===== config.mk =====
export PLATFORM = sky130hd
export DESIGN_NAME = ex_div_stall_requester_flat
export DESIGN_NICKNAME = d
export VERILOG_FILES = /design/src/rtl/ex_div_stall_requester_if.sv /design/src/rtl/ex_div_stall_requester.sv /design/src/flat_wrapper.sv
export SDC_FILE = /design/constraint.sdc
export NUM_CORES = 1
export LEC_CHECK = 0
export BUFFER_PORTS_ARGS = -buffer_cell sky130_fd_sc_hd__buf_4
export CORE_ASPECT_RATIO = 1.2
export CORE_MARGIN = 1.5
export CORE_UTILIZATION = 30
export CTS_CLUSTER_SIZE = 16
export DETAILED_ROUTE_END_ITERATION = 12
export GPL_TIMING_DRIVEN = 0
export HOLD_SLACK_MARGIN = 0.06
export PLACE_DENSITY = 0.48
export SYNTH_ARGS = -nofsm -noshare
export SYNTH_HDL_FRONTEND = slang
export SYNTH_SLANG_ARGS = --single-unit

===== constraint.sdc =====
create_clock -name clk -period 6.55 [get_ports clk]
set_clock_uncertainty 0.2 [all_clocks]
set_input_delay 0.3275 -clock clk [delete_from_list [all_inputs] [get_ports clk]]
set_output_delay 0.3275 -clock clk [all_outputs]
set_load 0.005 [all_outputs]

===== src/rtl/ex_div_stall_requester_if.sv =====
// Handshake bundle between the EX-stage instruction logic and the multi-cycle divider.
// The divider takes the slave modport; whoever issues DIV/DIVU and consumes the result takes master.
interface ex_div_stall_requester_if #(
    parameter int WIDTH = 32
);
    logic                 start_i;
    logic                 signed_div_i;
    logic [WIDTH-1:0]     opdata1_i;
    logic [WIDTH-1:0]     opdata2_i;
    logic                 annul_i;
    logic [2*WIDTH-1:0]   result_o;
    logic                 ready_o;
    logic                 stallreq_o;

    modport master (
        output start_i,
        output signed_div_i,
        output opdata1_i,
        output opdata2_i,
        output annul_i,
        input  result_o,
        input  ready_o,
        input  stallreq_o
    );

    modport slave (
        input  start_i,
        input  signed_div_i,
        input  opdata1_i,
        input  opdata2_i,
        input  annul_i,
        output result_o,
        output ready_o,
        output stallreq_o
    );
endinterface


===== src/rtl/ex_div_stall_requester.sv =====
// Radix-2 restoring divider for the EX stage that holds stallreq_o high while a DIV/DIVU is in flight.
// Optional macro DIV_EARLY_EXIT_EN: finish in one cycle when |dividend| < |divisor|.
module ex_div_stall_requester #(
    parameter int WIDTH = 32
) (
    input  logic                       clk,
    input  logic                       rst,
    ex_div_stall_requester_if.slave    div_if
);

    localparam int CNT_W = $clog2(WIDTH) + 1;

    typedef enum logic [1:0] {
        S_IDLE,
        S_BYZERO,
        S_ON,
        S_END
    } state_t;

    state_t               state;
    state_t               state_next;

    logic [WIDTH-1:0]     dvd_q;
    logic [WIDTH-1:0]     dvs_q;
    logic [WIDTH-1:0]     rem_q;
    logic [CNT_W-1:0]     cnt_q;
    logic                 neg_quot_q;
    logic                 neg_rem_q;
    logic [2*WIDTH-1:0]   result_q;

    logic                 start_ok;
    logic                 divisor_zero;
    logic                 early_exit;
    logic [WIDTH-1:0]     abs_a;
    logic [WIDTH-1:0]     abs_b;
    logic [WIDTH:0]       rem_shift;
    logic [WIDTH:0]       diff;
    logic                 fits;
    logic [WIDTH-1:0]     rem_step;
    logic [WIDTH-1:0]     quot_step;
    logic [WIDTH-1:0]     rem_fixed;
    logic [WIDTH-1:0]     quot_fixed;
    logic                 last_step;
    logic                 ready;
    logic                 stallreq;

    assign start_ok     = div_if.start_i && !div_if.annul_i;
    assign divisor_zero = (div_if.opdata2_i == '0);

    // Magnitudes only for DIV; the most-negative value maps onto itself, which is its correct unsigned magnitude.
    assign abs_a = (div_if.signed_div_i && div_if.opdata1_i[WIDTH-1]) ? (WIDTH'(0) - div_if.opdata1_i)
                                                                     : div_if.opdata1_i;
    assign abs_b = (div_if.signed_div_i && div_if.opdata2_i[WIDTH-1]) ? (WIDTH'(0) - div_if.opdata2_i)
                                                                     : div_if.opdata2_i;

`ifdef DIV_EARLY_EXIT_EN
    assign early_exit = !divisor_zero && (abs_a < abs_b);
`else
    assign early_exit = 1'b0;
`endif

    // One restoring step: the dividend register shifts out its MSB and shifts in the new quotient bit.
    assign rem_shift  = {rem_q, dvd_q[WIDTH-1]};
    assign diff       = rem_shift - {1'b0, dvs_q};
    assign fits       = !diff[WIDTH];
    assign rem_step   = fits ? diff[WIDTH-1:0] : rem_shift[WIDTH-1:0];
    assign quot_step  = {dvd_q[WIDTH-2:0], fits};
    assign rem_fixed  = neg_rem_q  ? (WIDTH'(0) - rem_step)  : rem_step;
    assign quot_fixed = neg_quot_q ? (WIDTH'(0) - quot_step) : quot_step;
    assign last_step  = (cnt_q == CNT_W'(WIDTH - 1));

    always_ff @(posedge clk) begin
        if (rst) begin
            state <= S_IDLE;
        end else begin
            state <= state_next;
        end
    end

    // Stall is combinational so an annul releases the pipeline in the same cycle it arrives.
    always_comb begin
        state_next = state;
        ready      = 1'b0;
        stallreq   = 1'b0;
        case (state)
            S_IDLE: begin
                if (start_ok) begin
                    stallreq = 1'b1;
                    if (divisor_zero) begin
                        state_next = S_BYZERO;
                    end else if (early_exit) begin
                        state_next = S_END;
                    end else begin
                        state_next = S_ON;
                    end
                end
            end
            S_BYZERO: begin
                if (div_if.annul_i) begin
                    state_next = S_IDLE;
                end else begin
                    stallreq   = 1'b1;
                    state_next = S_END;
                end
            end
            S_ON: begin
                if (div_if.annul_i) begin
                    state_next = S_IDLE;
                end else begin
                    stallreq = 1'b1;
                    if (last_step) begin
                        state_next = S_END;
                    end
                end
            end
            S_END: begin
                ready      = !div_if.annul_i;
                state_next = S_IDLE;
            end
            default: begin
                state_next = S_IDLE;
            end
        endcase
        if (rst) begin
            state_next = S_IDLE;
            ready      = 1'b0;
            stallreq   = 1'b0;
        end
    end

    always_ff @(posedge clk) begin
        if (rst) begin
            dvd_q      <= '0;
            dvs_q      <= '0;
            rem_q      <= '0;
            cnt_q      <= '0;
            neg_quot_q <= 1'b0;
            neg_rem_q  <= 1'b0;
            result_q   <= '0;
        end else begin
            case (state)
                S_IDLE: begin
                    if (start_ok) begin
                        dvd_q      <= abs_a;
                        dvs_q      <= abs_b;
                        rem_q      <= '0;
                        cnt_q      <= '0;
                        neg_quot_q <= div_if.signed_div_i &&
                                      (div_if.opdata1_i[WIDTH-1] ^ div_if.opdata2_i[WIDTH-1]);
                        neg_rem_q  <= div_if.signed_div_i && div_if.opdata1_i[WIDTH-1];
                        if (!divisor_zero && early_exit) begin
                            result_q <= {div_if.opdata1_i, {WIDTH{1'b0}}};
                        end
                    end
                end
                S_BYZERO: begin
                    if (!div_if.annul_i) begin
                        result_q <= '0;
                    end
                end
                S_ON: begin
                    if (!div_if.annul_i) begin
                        rem_q <= rem_step;
                        dvd_q <= quot_step;
                        cnt_q <= cnt_q + CNT_W'(1);
                        if (last_step) begin
                            result_q <= {rem_fixed, quot_fixed};
                        end
                    end
                end
                default: begin
                end
            endcase
        end
    end

    assign div_if.result_o   = result_q;
    assign div_if.ready_o    = ready;
    assign div_if.stallreq_o = stallreq;

endmodule

===== src/flat_wrapper.sv =====
// flat-port wrapper written by rule: the top's interface ports become plain ports
module ex_div_stall_requester_flat 
#(
    parameter int WIDTH = 32
)
  (clk, rst, div_if_start_i, div_if_signed_div_i, div_if_opdata1_i, div_if_opdata2_i, div_if_annul_i, div_if_result_o, div_if_ready_o, div_if_stallreq_o);
  ex_div_stall_requester_if #(.WIDTH(WIDTH)) div_if_i ();
  input  logic clk;
  input  logic rst;
  input wire logic [$bits(div_if_i.start_i)-1:0] div_if_start_i;
  input wire logic [$bits(div_if_i.signed_div_i)-1:0] div_if_signed_div_i;
  input wire logic [$bits(div_if_i.opdata1_i)-1:0] div_if_opdata1_i;
  input wire logic [$bits(div_if_i.opdata2_i)-1:0] div_if_opdata2_i;
  input wire logic [$bits(div_if_i.annul_i)-1:0] div_if_annul_i;
  output wire logic [$bits(div_if_i.result_o)-1:0] div_if_result_o;
  output wire logic [$bits(div_if_i.ready_o)-1:0] div_if_ready_o;
  output wire logic [$bits(div_if_i.stallreq_o)-1:0] div_if_stallreq_o;
  assign div_if_i.start_i = div_if_start_i;
  assign div_if_i.signed_div_i = div_if_signed_div_i;
  assign div_if_i.opdata1_i = div_if_opdata1_i;
  assign div_if_i.opdata2_i = div_if_opdata2_i;
  assign div_if_i.annul_i = div_if_annul_i;
  assign div_if_result_o = div_if_i.result_o;
  assign div_if_ready_o = div_if_i.ready_o;
  assign div_if_stallreq_o = div_if_i.stallreq_o;
  ex_div_stall_requester #(.WIDTH(WIDTH)) u_core (.clk(clk), .rst(rst), .div_if(div_if_i));
endmodule

# After elaboration in Yosys (flattened, before gate mapping)
# Index checks and enable logic that the tools add are counted.
# word_totals
ff_bits	170
latchBits	0
mem_bits_rw	0
rom_bits	0
inputBits	69
output_inout_bits	66
memories	0
# classes
n_addsub	6
mul	0
div	0
magnitude_cmp	0
n_eq_ne	9
shift	0
n_mux	30
n_bitwise	1
n_reduce_logical	15
# op_table
operator	n
$mux 32	9
$mux 64	3
$pmux 32 s2	2
$pmux 64 s2	1
$sub 1x32->32 const A	4
$sub 33x32->33	1
$logic_not 32->1	1
$mux 6	2
$pmux 6 s2	1
$mux 2	5
$pmux 2 s4	1
$add 6x1->6 const B	1
$eq 6x5->1 const B	1
$mux 1	5
$eq 2x2->1 const B	2
$logic_and 1x1->1	4
$ne 2x1->1 const B	2
$ne 2x2->1 const B	2
$reduce_and 2->1	2
$reduce_and 4->1	1
$reduce_bool 2->1	2
$ne 3x2->1 const B	1
$reduce_and 3->1	1
$eq 2x1->1 const B	1
other kinds (5)	6

# Longest topological paths before layout
# depth
word_depth	7
ltp_mapped	27

# Least setup slack after synthesis
# OpenSTA, ideal clock, no wires.
# synth_timing
path_type	flip-flop to flip-flop
startpoint	reg u_core.dvd_q[31]
endpoint	reg u_core.result_q[62], in the netlist u_core.div_if.result_o[62]
arrival_ps	4894
required_time_ps	6225
path_slack_ps	1331
path_stages_with_launch	25
path_buffers	3
cell_sequence	dfxtp_1 inv_1 ha_1 inv_1 fa_1 a211oi_2 o211ai_1 a21oi_1 a211o_1 mux2_4 nor2_4 buf_6 buf_6 buf_2 mux2i_1 ha_1 inv_1 a2111oi_0 and3_1 nand2b_1 o31ai_1 o211ai_1 o31ai_1 xor2_1 o21ai_1
# synth_between
elab_chain_cells	7
# synth_lines
item	line	text
from (decl)	ex_div_stall_requester.sv:23	logic [WIDTH-1:0] dvd_q;
from (signal assigned)	ex_div_stall_requester.sv:144	dvd_q <= abs_a;
from (signal assigned)	ex_div_stall_requester.sv:164	dvd_q <= quot_step;
$sub 33x32->33	ex_div_stall_requester.sv:64	assign diff = rem_shift - {1'b0, dvs_q};
$mux 32 *	ex_div_stall_requester.sv:66	assign rem_step = fits ? diff[WIDTH-1:0] : rem_shift[WIDTH-1:0];
$sub 1x32->32	ex_div_stall_requester.sv:68	assign rem_fixed = neg_rem_q ? (WIDTH'(0) - rem_step) : rem_step;
$mux 32 *	ex_div_stall_requester.sv:68	
$mux 64 *	ex_div_stall_requester.sv:166	if (last_step) begin
$mux 64 *	ex_div_stall_requester.sv:162	if (!div_if.annul_i) begin
$pmux 64 s2 *	ex_div_stall_requester.sv:141	case (state)
to (signal assigned)	ex_div_stall_requester.sv:152	result_q <= {div_if.opdata1_i, {WIDTH{1'b0}}};
to (signal assigned)	ex_div_stall_requester.sv:167	result_q <= {rem_fixed, quot_fixed};
to (decl)	ex_div_stall_requester.sv:29	logic [2*WIDTH-1:0] result_q;
# Every way passes the cells marked *; elsewhere a longest branch is shown, timed or not. The select of a mux whose other input is x is not followed.
# A chain may end at the register's enable or synchronous reset.

# Worst setup path after layout
# layout_timing
startpoint	reg u_core.rem_q[18]
endpoint	reg u_core.result_q[62], in the netlist u_core.div_if.result_o[62]
# layout_between
elab_chain_cells	7
# layout_lines
item	line	text
from (decl)	ex_div_stall_requester.sv:25	logic [WIDTH-1:0] rem_q;
from (signal assigned)	ex_div_stall_requester.sv:163	rem_q <= rem_step;
$sub 33x32->33	ex_div_stall_requester.sv:64	
$mux 32 *	ex_div_stall_requester.sv:66	
$sub 1x32->32	ex_div_stall_requester.sv:68	
$mux 32 *	ex_div_stall_requester.sv:68	
$mux 64 *	ex_div_stall_requester.sv:166	
$mux 64 *	ex_div_stall_requester.sv:162	
$pmux 64 s2 *	ex_div_stall_requester.sv:141	
# Marks and branches as above.

==> out/results.ini <==
[timing]
slew_violations = 0
layout_setup_ws_ns = 0.367
final-hold-violation-count = 0
tightest_slew_ns = 0.910
fin_setup_tns_ns = 0
rsz0062_at_grt = no
slew_headroom = 0.393
setup_viol_count_final = 0
min_period_ns = 6.18
max_freq_mhz = 162
period_share = 0.944

[setup_path]
cp-start-kind = register
path_cells = ha_1 -> buf_6 -> a21o_1 -> a31o_1 -> a221o_1 -> a2111oi_4 -> mux2_4 -> nor2_4 -> inv_4 -> buf_6 -> buf_2 -> clkbuf_4 -> o21ai_0 -> inv_1 -> ha_1 -> inv_1 -> a2111oi_2 -> and3_1 -> nand2b_1 -> o31ai_2 -> o211ai_1 -> o31ai_1 -> xor2_1 -> o21ai_1
slowest_stage = dfxtp_1
critPathMaxFanout = 10
max_stage_delay_ns = 0.48
worstSetupPathType = reg2reg
critPathRequiredTime_ns = 6.67
cp.arrival_ns = 6.31
cp-end-kind = register

[detailed_routing]
postRouteWirelength_um = 45500
drc = 0
post_drt_wl_per_cell_um = 19.8
dr.first_iter.drc_count = 890
vias_per_cell = 5.31
vias = 12200
antenna_left = 0
drt-pass1-iter-count = 5

[yosys]
synth_cell_type_count = 85
yosysSeqAreaShare = 0.287
synth_nets = 1702
ys_async_sr_fraction = 0
yosys_warnings = 0
ys.flop_type = dfxtp_1
avgSynthCellArea_um2 = 7.46
synth_area_um2 = 11900
synth_edf_count = 0
yosys_register_bits = 170
syn_inst = 1589

[placement]
dpl.hpwl_um = 36800
port_buffers = 134
placed_cells = 2249
place.gp.congestion = 0.917
post_dp_cell_area_um2 = 13500
place_ws_ns = 0.0109

[global_route]
grt_pass1_wl_um = 69800
antenna_found_initial = 0
grt_use_total = 0.228
globalRoute.totalOverflow = 0
grt_pass1_vias = 12200
grt_max_degree = 17

[floorplan]
die_h_um = 221
ioPinCount = 135
core_area_um2 = 38800
initial_core_util = 0.305
die_w_um = 184
num_rows = 79
dieArea_um2 = 40700

[cts]
clk_pin_slew_ns = 0.07
clock_latency_ns = 0.46
cts_max_path_buffers = 2
htree_levels = 4
clockRootBuffer = clkbuf_16
numClockSinks = 170
cts_setup_buffers = 0
cts_tree = yes
cts_buffers = 17

[power_and_ir_drop]
vdd_drop_max_mv = 0.191
power_density_nw_per_um2 = 297
leakage_nw = 5.40

[finish]
syn_to_final_growth_pct = 20.8
final_cell_area_um2 = 14300
mostFrequentLayoutCells = nand2_1 (199), nor2_1 (197), dfxtp_1 (170)
fin_nets = 1875
final_cell_count_no_fill = 2300
drive_above_1_share = 0.123
fin_util = 0.369
n_fill_cell = 4186
diodes = 0
layout_commonest_cell = nand2_1

[outcome]
status = completed

[worst_hold_path]
holdCritPathClass = in2reg

[flow_run]
maxCapViolCount = 0

kinds of logic (layout without fill, tap and decap cells):
kind of cell    count (synthesis)  count (layout)  synth area share
xor+xnor                      130             130            0.0960
compound gates                465             465             0.255
buf+inv                       152             337            0.0533
simple gates                  597             597             0.234
mux                            31              31            0.0276
flops                         170             170             0.287
fa+ha+maj                      44              44            0.0471
worst paths after layout:
check	start	endpoint	slack, ns	cells past startpoint
max	u_core.rem_q[18]$_SDFFE_PP0P_	u_core.div_if.result_o[62]$_SDFFE_PP0P_	0.37	24
min	div_if_opdata2_i[24]	u_core.dvs_q[24]$_SDFFE_PP0P_	0.07	3
max reg2reg	u_core.rem_q[18]$_SDFFE_PP0P_	u_core.div_if.result_o[62]$_SDFFE_PP0P_	0.37	24
min reg2reg	u_core.div_if.result_o[58]$_SDFFE_PP0P_	u_core.div_if.result_o[58]$_SDFFE_PP0P_	0.25	2
power by group:
group          switching [mW]  total [mW]  internal (mW)
logic                    1.30        1.97          0.669
registers               0.124        1.25           1.12
clock network           0.490        1.03          0.543
total                    1.92        4.26           2.34
worst max-delay path, delay by kind of cell, from the launching register on:
| kind | cells | cell delay [ns] |
|---|---|---|
| mux | 1 | 0.30 |
| xor+xnor | 1 | 0.23 |
| fa+ha+maj | 2 | 0.46 |
| buf+inv | 7 | 1.22 |
| compound gates | 10 | 2.72 |
| simple gates | 3 | 0.42 |
| flops | 1 | 0.48 |
flip-flops by register name, indices dropped and copies added, names as in the netlist:
signal and count:
u_core.dvs_q 32, u_core.cnt_q 6, u_core.rem_q 32, u_core.state 2
u_core.neg_rem_q 1, u_core.neg_quot_q 1, u_core.dvd_q 32, u_core.div_if.result_o 64
synth_stat cells (all sizes together) (27+ instances only):
master  instances  share of area
o21ai         112          0.047
xnor2          70          0.052
nor3           40          0.017
ha             43          0.045
nand2         199          0.063
clkbuf         69          0.022
a211oi         41          0.026
a31oi          28          0.015
nor2          199          0.064
a22oi          34          0.022
dfxtp         170           0.29
buf            27          0.014
a21oi         122          0.052
xor2           60          0.044
inv            56          0.018
nand3          31          0.013
cell type report:
class	instances	area, um2	share of cell area
multi-input cells	1267	7840	0.548
flip-flops and latches	170	3400	0.238
repair buffers	154	1210	0.0842
well taps	526	658	0.0460
clock buffers	19	443	0.0309
plain buffers	96	422	0.0294
inverters	56	213	0.0149
clock inverters	12	133	0.00926
layer usage:
| metal | wire length (um) | part of all wire | global-route usage |
|---|---|---|---|
| met1 | 17800 | 0.39 | 0.250 |
| met2 | 23800 | 0.52 | 0.428 |
| met3 | 1400 | 0.031 | 0.0249 |
| met4 | 2390 | 0.053 | 0.124 |
| met5 | 0 | 0 | 0 |
what timing repair did:
action	CTS	global route
endpoints found under the setup margin	1	5
pin swaps	0	0
resized for setup	1	5
endpoints found under the hold margin	20	0
gates cloned	0	0
hold buffers	20	0
stage by stage:
stage / hold WS [ns] / total power, mW
floorplan: 0.232 / 2.57
global placement: 0.241 / 3.20
detailed placement: 0.243 / 3.21
CTS: 0.0604 / 4.26
global route: 0.0724 / 4.52
finish: 0.0696 / 4.26
Note: power is estimated with default switching activity, not from simulation.
